<file path="src/rtl/if_cam_unpacker_if.sv">
// Handshake bundle between the IF CAM, the row unpacker and its downstream consumer.
// The miss_cnt signal exists only when IF_UNPACK_MISS_CNT_EN is defined.
interface if_cam_unpacker_if #(
  parameter int APPEND_WIDTH = 81,
  parameter int APPEND_NUM   = 8,
  parameter int DATA_WIDTH   = 32,
  parameter int CNT_WIDTH    = 16
);
  localparam int IDX_W = $clog2(APPEND_NUM);

  logic                               row_vld_in;
  logic                               row_notfound_in;
  logic [DATA_WIDTH-1:0]              row_key_in;
  logic [APPEND_NUM*APPEND_WIDTH-1:0] row_data_in;
  logic [IDX_W-1:0]                   row_num_in;
  logic                               row_rdy_out;
  logic                               out_vld;
  logic                               out_rdy;
  logic [DATA_WIDTH-1:0]              out_key;
  logic [APPEND_WIDTH-1:0]            out_data;
  logic [IDX_W-1:0]                   out_idx;
  logic                               out_first;
  logic                               out_last;
  logic                               miss_pulse;
`ifdef IF_UNPACK_MISS_CNT_EN
  logic [CNT_WIDTH-1:0]               miss_cnt;
`endif

  // Environment side: drives the CAM row and the downstream ready.
  modport master (
    output row_vld_in, row_notfound_in, row_key_in, row_data_in, row_num_in, out_rdy,
    input  row_rdy_out, out_vld, out_key, out_data, out_idx, out_first, out_last, miss_pulse
`ifdef IF_UNPACK_MISS_CNT_EN
    , input miss_cnt
`endif
  );

  // Unpacker side.
  modport slave (
    input  row_vld_in, row_notfound_in, row_key_in, row_data_in, row_num_in, out_rdy,
    output row_rdy_out, out_vld, out_key, out_data, out_idx, out_first, out_last, miss_pulse
`ifdef IF_UNPACK_MISS_CNT_EN
    , output miss_cnt
`endif
  );
endinterface

</file>
<file path="src/rtl/if_cam_unpacker.sv">
// Buffers CAM search-result rows in a small FIFO and serialises each row into one beat per entry.
// Optional saturating miss counter enabled by defining IF_UNPACK_MISS_CNT_EN.
module if_cam_unpacker #(
  parameter int APPEND_WIDTH = 81,
  parameter int APPEND_NUM   = 8,
  parameter int DATA_WIDTH   = 32,
  parameter int ROW_DEPTH    = 2,
  parameter int CNT_WIDTH    = 16
) (
  input logic               clk,
  input logic               rst_n,
  if_cam_unpacker_if.slave  bus
);
  localparam int IDX_W = $clog2(APPEND_NUM);
  localparam int PTR_W = $clog2(ROW_DEPTH);
  localparam int ROW_W = APPEND_NUM * APPEND_WIDTH;
  localparam logic [PTR_W:0] DEPTH_C = (PTR_W+1)'(ROW_DEPTH);

  typedef enum logic {IDLE, EMIT} state_t;

  state_t                  state, state_next;
  logic [DATA_WIDTH-1:0]   key_mem  [ROW_DEPTH];
  logic [ROW_W-1:0]        data_mem [ROW_DEPTH];
  logic [IDX_W-1:0]        num_mem  [ROW_DEPTH];
  logic [PTR_W-1:0]        wr_ptr, rd_ptr;
  logic [PTR_W:0]          fifo_count;
  logic [IDX_W-1:0]        rd_idx;
  logic                    fifo_empty, row_rdy, push, miss;
  logic                    load, take, pop, is_last;
  logic [APPEND_WIDTH-1:0] head_entry;
  logic [DATA_WIDTH-1:0]   out_key_q;
  logic [APPEND_WIDTH-1:0] out_data_q;
  logic [IDX_W-1:0]        out_idx_q;
  logic                    out_first_q, out_last_q, miss_pulse_q;

  // Space is judged from the registered count alone, so a pop this cycle frees a slot only next cycle.
  assign row_rdy    = (fifo_count < DEPTH_C);
  assign fifo_empty = (fifo_count == '0);
  assign push       = bus.row_vld_in && row_rdy;
  // A row and a miss on the same cycle is a row; the miss is dropped.
  assign miss       = bus.row_notfound_in && !bus.row_vld_in && row_rdy;
  assign is_last    = (rd_idx == num_mem[rd_ptr]);
  assign head_entry = data_mem[rd_ptr][rd_idx*APPEND_WIDTH +: APPEND_WIDTH];

  always_comb begin
    // NOTE: every combinational output gets a default first so no path can infer a latch.
    load       = (state == IDLE) || bus.out_rdy;
    take       = 1'b0;
    pop        = 1'b0;
    state_next = state;
    if (load) begin
      take       = !fifo_empty;
      pop        = !fifo_empty && is_last;
      state_next = fifo_empty ? IDLE : EMIT;
    end
  end

  // NOTE: row storage has no reset; the count and pointers alone decide what is valid.
  always_ff @(posedge clk) begin
    if (push) begin
      key_mem[wr_ptr]  <= bus.row_key_in;
      data_mem[wr_ptr] <= bus.row_data_in;
      num_mem[wr_ptr]  <= bus.row_num_in;
    end
  end

  // NOTE: sequential state uses non-blocking assignments so every register samples pre-edge values.
  always_ff @(posedge clk or negedge rst_n) begin
    if (!rst_n) begin
      state        <= IDLE;
      wr_ptr       <= '0;
      rd_ptr       <= '0;
      fifo_count   <= '0;
      rd_idx       <= '0;
      out_key_q    <= '0;
      out_data_q   <= '0;
      out_idx_q    <= '0;
      out_first_q  <= 1'b0;
      out_last_q   <= 1'b0;
      miss_pulse_q <= 1'b0;
    end else begin
      state        <= state_next;
      miss_pulse_q <= miss;
      if (push) wr_ptr <= wr_ptr + 1'b1;
      if (pop)  rd_ptr <= rd_ptr + 1'b1;
      if (push && !pop)      fifo_count <= fifo_count + 1'b1;
      else if (pop && !push) fifo_count <= fifo_count - 1'b1;
      if (take) begin
        out_key_q   <= key_mem[rd_ptr];
        out_data_q  <= head_entry;
        out_idx_q   <= rd_idx;
        out_first_q <= (rd_idx == '0);
        out_last_q  <= is_last;
        rd_idx      <= is_last ? '0 : rd_idx + 1'b1;
      end
    end
  end

`ifdef IF_UNPACK_MISS_CNT_EN
  logic [CNT_WIDTH-1:0] miss_cnt_q;

  always_ff @(posedge clk or negedge rst_n) begin
    if (!rst_n)                            miss_cnt_q <= '0;
    else if (miss_pulse_q && ~&miss_cnt_q) miss_cnt_q <= miss_cnt_q + 1'b1;
  end

  assign bus.miss_cnt = miss_cnt_q;
`endif

  assign bus.row_rdy_out = row_rdy;
  assign bus.out_vld     = (state == EMIT);
  assign bus.out_key     = out_key_q;
  assign bus.out_data    = out_data_q;
  assign bus.out_idx     = out_idx_q;
  assign bus.out_first   = out_first_q;
  assign bus.out_last    = out_last_q;
  assign bus.miss_pulse  = miss_pulse_q;
endmodule

</file>
<file path="src/flat_wrapper.sv">
// flat-port wrapper written by rule: the top's interface ports become plain ports
module if_cam_unpacker_flat 
#(
  parameter int APPEND_WIDTH = 81,
  parameter int APPEND_NUM   = 8,
  parameter int DATA_WIDTH   = 32,
  parameter int ROW_DEPTH    = 2,
  parameter int CNT_WIDTH    = 16
)
  (clk, rst_n, bus_row_vld_in, bus_row_notfound_in, bus_row_key_in, bus_row_data_in, bus_row_num_in, bus_out_rdy, bus_row_rdy_out, bus_out_vld, bus_out_key, bus_out_data, bus_out_idx, bus_out_first, bus_out_last, bus_miss_pulse);
  if_cam_unpacker_if #(.APPEND_WIDTH(APPEND_WIDTH), .APPEND_NUM(APPEND_NUM), .DATA_WIDTH(DATA_WIDTH), .CNT_WIDTH(CNT_WIDTH)) bus_i ();
  input logic clk;
  input logic rst_n;
  input wire logic [$bits(bus_i.row_vld_in)-1:0] bus_row_vld_in;
  input wire logic [$bits(bus_i.row_notfound_in)-1:0] bus_row_notfound_in;
  input wire logic [$bits(bus_i.row_key_in)-1:0] bus_row_key_in;
  input wire logic [$bits(bus_i.row_data_in)-1:0] bus_row_data_in;
  input wire logic [$bits(bus_i.row_num_in)-1:0] bus_row_num_in;
  input wire logic [$bits(bus_i.out_rdy)-1:0] bus_out_rdy;
  output wire logic [$bits(bus_i.row_rdy_out)-1:0] bus_row_rdy_out;
  output wire logic [$bits(bus_i.out_vld)-1:0] bus_out_vld;
  output wire logic [$bits(bus_i.out_key)-1:0] bus_out_key;
  output wire logic [$bits(bus_i.out_data)-1:0] bus_out_data;
  output wire logic [$bits(bus_i.out_idx)-1:0] bus_out_idx;
  output wire logic [$bits(bus_i.out_first)-1:0] bus_out_first;
  output wire logic [$bits(bus_i.out_last)-1:0] bus_out_last;
  output wire logic [$bits(bus_i.miss_pulse)-1:0] bus_miss_pulse;
  assign bus_i.row_vld_in = bus_row_vld_in;
  assign bus_i.row_notfound_in = bus_row_notfound_in;
  assign bus_i.row_key_in = bus_row_key_in;
  assign bus_i.row_data_in = bus_row_data_in;
  assign bus_i.row_num_in = bus_row_num_in;
  assign bus_i.out_rdy = bus_out_rdy;
  assign bus_row_rdy_out = bus_i.row_rdy_out;
  assign bus_out_vld = bus_i.out_vld;
  assign bus_out_key = bus_i.out_key;
  assign bus_out_data = bus_i.out_data;
  assign bus_out_idx = bus_i.out_idx;
  assign bus_out_first = bus_i.out_first;
  assign bus_out_last = bus_i.out_last;
  assign bus_miss_pulse = bus_i.miss_pulse;
  if_cam_unpacker #(.APPEND_WIDTH(APPEND_WIDTH), .APPEND_NUM(APPEND_NUM), .DATA_WIDTH(DATA_WIDTH), .ROW_DEPTH(ROW_DEPTH), .CNT_WIDTH(CNT_WIDTH)) u_core (.clk(clk), .rst_n(rst_n), .bus(bus_i));
endmodule
</file>
<file path="config.mk">
export PLATFORM = sky130hd
export DESIGN_NAME = if_cam_unpacker_flat
export DESIGN_NICKNAME = d
export VERILOG_FILES = /design/src/rtl/if_cam_unpacker_if.sv /design/src/rtl/if_cam_unpacker.sv /design/src/flat_wrapper.sv
export SDC_FILE = /design/constraint.sdc
export NUM_CORES = 1
export LEC_CHECK = 0
export ABC_AREA = 1
export ABC_CLOCK_PERIOD_IN_PS = 34200
export CAP_MARGIN = 20
export CORE_MARGIN = 1
export CORE_UTILIZATION = 35
export CTS_BUF_LIST = sky130_fd_sc_hd__clkbuf_8
export CTS_CLUSTER_DIAMETER = 30
export DETAILED_ROUTE_END_ITERATION = 8
export MAX_ROUTING_LAYER = met4
export PLACE_DENSITY_LB_ADDON = 0.2
export SETUP_SLACK_MARGIN = 0.4
export SLEW_MARGIN = 30
export SYNTH_ARGS = -nofsm -noshare
export SYNTH_HDL_FRONTEND = slang
export SYNTH_SLANG_ARGS = --single-unit
export TNS_END_PERCENT = 100
</file>
<file path="constraint.sdc">
create_clock -name clk -period 34.2 [get_ports clk]
set_input_delay 10.26 -clock clk [delete_from_list [all_inputs] [get_ports clk]]
set_output_delay 10.26 -clock clk [all_outputs]
set_load 0.005 [all_outputs]
</file>
==> results.cfg, run 1 <==
[outcome]
status = complete, no violations

[power_and_ir_drop]
pwr-share-clk_pct = 33.1
leakage_nw = 28.6
p_comb_share_pct = 30.6
power_frac_seq_pct = 36.3
p_per_area_nw_per_um2 = 91.5
sw_frac_of_total_pct = 36.0
ir_worst_vdd_v = 0.0000468
p_int_mw = 4.49
p_sw_mw = 2.53

[floorplanning]
rows = 149
die_area_um2 = 169000
fp.dieW_um = 411
start_util_pct = 35.4
boundaryPins = 809
core-area_um2 = 166000
die_h_um = 411

[finish]
nNetsFinal = 6431
instances_no_fill = 8267
design_area_um2 = 76700
postLayoutCoreUtil_pct = 46.4
syn_to_final_growth_pct = 30.9
drive_gt1_share_pct = 10.3

[placed_design]
gp_congestion = 0.837
dpl.hpwl_mm = 122
dpl_cell_area_um2 = 68500
portBuffers = 808
dp_slack_ns = 17.99
dp.cells = 7563

[clocking]
cts_setup_buffers = 0
clock-sinks = 1493
post_cts_resized = 0
postCtsHoldBufs = 0
htree_levels = 5
cts.path.max_buffers = 4
cts_buffers = 362
cts_tree = yes
clock_latency_ns = 1.08
cts.clk_slew.worst_paths_ns = 0.06
ctsRootBufferMaster = clkbuf_8

[yosys]
syn_inst = 4811
synth_ff_type = edfxtp_1
synth-simple-area-share_pct = 19.4
syn_area_um2 = 58600
syn_area_per_cell_um2 = 12.2
synth_edf_count = 1366
synth_compound_area_share_pct = 2.38
synth_nets = 5502
synth-warning-count = 0
synth_top_family_by_area = simple AND/OR/NAND/NOR gates
synth_xor_area_share_pct = 0.0597
synth-seq-cells = 1493
synth_cell_types = 25
seq_area_frac_synth_pct = 75.4
synth_fa_ha_area_share_pct = 0.0640
muxShareOfSynthArea_pct = 0
synth_async_sr_flop_share_pct = 8.51

[global_routing]
grt_max_degree = 179
antenna_found_initial = 74
grt_pass1_wl_mm = 271
track_usage_pct = 22.8
grt_pass1_vias = 39100
grt_overflow = 0

[timing]
min_period_ns = 15.10
setup_ws_ns = 19.10
setup_violations = 0
tns_ns = 0
finalHoldViolCount = 0
slew_headroom_pct = 25.4
max_freq_ghz = 0.0662
finClkSkew_ns = 0.0918
maxSlewViolCount = 0
worst_slew_pin_slew_ns = 1.12
rsz0062_at_grt = no
fin_crit_sh_pct = 44.2

[drt]
drc = 0
drt_iter0_markers = 3945
wl_mm = 193
vias_per_cell = 4.91
vias = 40600
wire_per_inst_um = 23.4
antenna_left = 0
drt-pass1-iter-count = 5

[worst_hold_path]
hold_path_class = reg -> reg

[critical_path]
arrival_ns = 15.72
worst-path-max-fanout = 60
worstSetupStartpointType = input pin
cp_data_required_time_ns = 34.82
end_kind = flip-flop
critical_path_class = in -> reg

[run]
drv_cap = 0
per-layer routing:
metal	vias to the layer above	share of wire, %	track usage, %
met5	-	0	-
met3	315	6.7	5.01
met2	1566	47	33.8
met1	19800	44	30.6
li1	18900	-	-
met4	0	2.5	8.72
critical path: stages:
cell and delay, ns:
clkdlybuf4s50_1 0.48, nand2_1 0.17, nor2_4 0.73, buf_4 0.78, buf_4 0.80, buf_4 0.79
buf_4 0.77, buf_4 0.73
placed cells by master, fill, tap and decap left out, types with 2 or more instances in the layout:
cell             Yosys  final
inv_1                9     61
buf_16               0      5
dfrtp_4              0      4
nand2_1           1817   1817
ha_1                 3      3
dfrtp_1            127    123
nor2_1             173    170
buf_4               52     38
clkbuf_8             0    382
clkinv_2             0     53
edfxtp_1          1366   1366
o211ai_1            80     80
a31oi_1             32     32
o21ai_0            112    112
buf_12               0      6
inv_6                0      8
clkinvlp_4           0     38
xor2_1               3      3
buf_6                9      8
clkdlybuf4s50_1      0    807
nand3_1            777    777
bufinv_16            0     54
inv_8                0      4
nor2_4               0      2
clkinv_1             0     51
diode_2              0     51
clkinv_4             0     11
nor2_2               1      2
cells in the mapped netlist (all sizes together) (3+ instances only):
cell       n  area [um2]
edfxtp  1366       41000
ha         3        37.5
nand2   1817        6820
nor2     174         656
a31oi     32         200
o211ai    80         601
a21oi      3        22.5
dfrtp    127        3180
clkbuf    76         285
buf      223        1250
nand3    778        3900
xor2       3        26.3
o21ai    112         561
inv       13        48.8
metrics by stage:
step	hold slack (ns)	power, mW
after floorplan	0.406	4.15
after global routing	0.504	7.39
after global placement	0.462	4.72
after CTS	0.477	7.08
after detailed placement	0.466	4.74
final	0.480	7.02
cells by family (layout without fill, tap and decap cells):
logic type	after synthesis	count (layout)
compound gates	228	228
xor+xnor	4	4
fa+ha+maj	3	3
buf+inv	312	1528
flops	1493	1493
other cells	0	51
simple gates	2771	2771
cell type report:
type                       instances  area, um2
inverter                          13       73.8
tap                             2189       2740
clock buffer                     382       5260
timing repair buffer             864       8710
antenna                           51        128
multi-input combinational       3006      12900
sequential                      1493      44200
clock inverter                   269       2740
fill                           15000      88800
flip-flops by register name, indices dropped and copies added (netlist names):
signal                 flops
u_core.rd_ptr              1
u_core.bus.out_key        32
u_core.num_mem             6
u_core.bus.out_last        1
u_core.bus.miss_pulse      1
u_core.wr_ptr              1
u_core.key_mem            64
u_core.bus.out_data       81
u_core.fifo_count          2
u_core.bus.out_first       1
u_core.bus.out_vld         1
u_core.rd_idx              3
u_core.bus.out_idx         3
u_core.data_mem         1296
power groups by stage:
stage	sequential, mW	combinational, mW	clock, mW
6_report	2.55	2.15	2.33
3_5_place_dp	2.58	2.16	0
3_3_place_gp	2.58	2.14	0
2_1_floorplan	2.91	1.25	0
5_1_grt	2.57	2.36	2.46
4_1_cts	2.55	2.17	2.36
path summary, 6_finish.rpt:
path | start | endpoint | slack (ns) | depth (start not counted)
hold reg to reg | u_core.bus.out_data[38] | u_core.bus.out_data[38] | 0.48 | 2
min in group asynchronous | rst_n | u_core.bus.out_data[21] | 9.23 | 1
hold / removal | u_core.bus.out_data[38] | u_core.bus.out_data[38] | 0.48 | 2
setup / recovery | bus_row_vld_in | u_core.data_mem[1][373] | 19.10 | 8
setup reg to reg | u_core.fifo_count[1] | u_core.data_mem[1][373] | 28.15 | 8
max in group asynchronous | rst_n | u_core.bus.out_key[12] | 23.22 | 3
Power figures use the tool's default switching activity.
==> inputs of run 2 (changes only) <==
--- a/config.mk
+++ b/config.mk
@@ -6,7 +6,7 @@
 export NUM_CORES = 1
 export LEC_CHECK = 0
 export ABC_AREA = 1
-export ABC_CLOCK_PERIOD_IN_PS = 34200
+export ABC_CLOCK_PERIOD_IN_PS = 13600
 export CAP_MARGIN = 20
 export CORE_MARGIN = 1
 export CORE_UTILIZATION = 35
==> constraint.sdc (replaced) <==
create_clock -name clk -period 13.6 [get_ports clk]
set_input_delay 4.08 -clock clk [delete_from_list [all_inputs] [get_ports clk]]
set_output_delay 4.08 -clock clk [all_outputs]
set_load 0.005 [all_outputs]
==> results.cfg, run 2 (synthesis results as in run 1) <==
[clocking]
cts_tree = yes
post_cts_resized = 0
cts.path.max_buffers = 4
cts_buffers = 367
clock_latency_ns = 1.06
cts_setup_buffers = 0
cts.clk_slew.worst_paths_ns = 0.05
clock-sinks = 1493
postCtsHoldBufs = 0
htree_levels = 5
ctsRootBufferMaster = clkbuf_8

[global_routing]
grt_overflow = 0
grt_pass1_vias = 38900
grt_pass1_wl_mm = 271
grt_max_degree = 184
track_usage_pct = 22.9
antenna_found_initial = 83

[drt]
drt-pass1-iter-count = 5
wire_per_inst_um = 23.5
drt_iter0_markers = 3717
vias_per_cell = 4.96
drc = 0
antenna_left = 0
vias = 41000
wl_mm = 194

[power_and_ir_drop]
p_per_area_nw_per_um2 = 230
leakage_nw = 28.7
ir_worst_vdd_v = 0.000159
p_total_mw = 17.7

[floorplanning]
start_util_pct = 35.4
boundaryPins = 809
die_area_um2 = 169000
fp.dieW_um = 411
core-area_um2 = 166000
die_h_um = 411
rows = 149

[placed_design]
portBuffers = 808
gp_congestion = 0.826
dpl.hpwl_mm = 121
dpl_cell_area_um2 = 68600

[timing]
rsz0062_at_grt = no
slew_headroom_pct = 25.3
maxSlewViolCount = 0
finClkSkew_ns = 0.100
min_period_ns = 6.45
fin_crit_sh_pct = 47.4
max_freq_ghz = 0.155
setup_violations = 0
worst_slew_pin_slew_ns = 1.12
finalHoldViolCount = 0

[critical_path]
cp_data_required_time_ns = 14.27
critical_path_class = in -> reg
arrival_ns = 7.12
cp-startpoint = bus_row_vld_in
worst-path-max-fanout = 133
end_kind = flip-flop
r2r_slack_ns = 8.47
worst_path_largest_cell_delay_ns = 0.76
critPathSlowestCell = buf_4
rr_startpoint = u_core.rd_ptr
crit_path_frequent_cell = buf_4
cp_cell_sequence = clkdlybuf4s50_1, nand2_8, nor2_4, buf_4, buf_12, buf_4
worstSetupStartpointType = input pin

[finish]
syn_to_final_growth_pct = 30.8
design_area_um2 = 76700
layout.cells.most_common = nand2_1
largest_reg_flops = 1296
layout_common_cells = nand2_1 (1,816), edfxtp_1 (1,366), clkdlybuf4s50_1 (807), nand3_1 (777), clkbuf_8 (386)
nNetsFinal = 6430
top_register = u_core.data_mem
drive_gt1_share_pct = 10.2

[run]
drv_cap = 0

[worst_hold_path]
worstHoldStart = u_core.fifo_count[1]
hold_path_class = reg -> reg

[outcome]
status = complete, no violations
[run 2: changes by cell type in the layout (fill, tap and decap cells not counted), sizes merged]
cell      delta
clkinvlp     -6
bufinv       +1
buf          -6
clkbuf       +4
diode        +4
[run 2: area by class of cell]
class | count | area (um2)
fill | 15000 | 88800
sequential | 1493 | 44200
tap | 2189 | 2740
clock buffer | 386 | 5310
clock inverter | 264 | 2680
timing repair buffer | 858 | 8660
inverter | 13 | 75.1
multi-input combinational | 3006 | 12900
antenna | 55 | 138
[run 2: where the power goes]
part	internal [mW]	leakage [nW]	switching, mW
sequential	6.06	14.0	0.328
clock	3.68	4.23	2.17
combinational	1.58	10.4	3.86
[run 2: final timing paths]
| check | end | cells past startpoint |
|---|---|---|
| min | u_core.bus.miss_pulse | 1 |
| max reg2reg | u_core.bus.out_data[18] | 13 |
| max in group asynchronous | u_core.bus.out_data[30] | 3 |
| min in group asynchronous | u_core.bus.out_data[13] | 1 |
| max | u_core.data_mem[0][355] | 6 |
| min reg2reg | u_core.bus.miss_pulse | 1 |
[run 2: critical path, delay by kind of cell]
kind                   cells  cell delay [ns]
buffers and inverters      4             2.44
AND/OR/NAND/NOR            2             0.22
[run 2: routing by layer]
layer	up-vias	share of wire, %	track usage, %
met3	361	7.1	5.35
met4	0	2.8	8.54
met1	20100	45	31.0
met5	-	0	-
li1	18900	-	-
met2	1657	46	33.3
[run 2: stage by stage]
stage	setup WS, ns	std cells	TNS, ns	util [%]	hold WS (ns)
after global placement	6.15	7557	0	41.4	0.423
final	7.15	8264	0	46.3	0.446
after detailed placement	6.17	7558	0	41.4	0.432
after global routing	7.07	8258	0	46.3	0.464
after CTS	7.08	8208	0	46.2	0.450
after floorplan	-1.09	4811	-1490.34	-	0.406
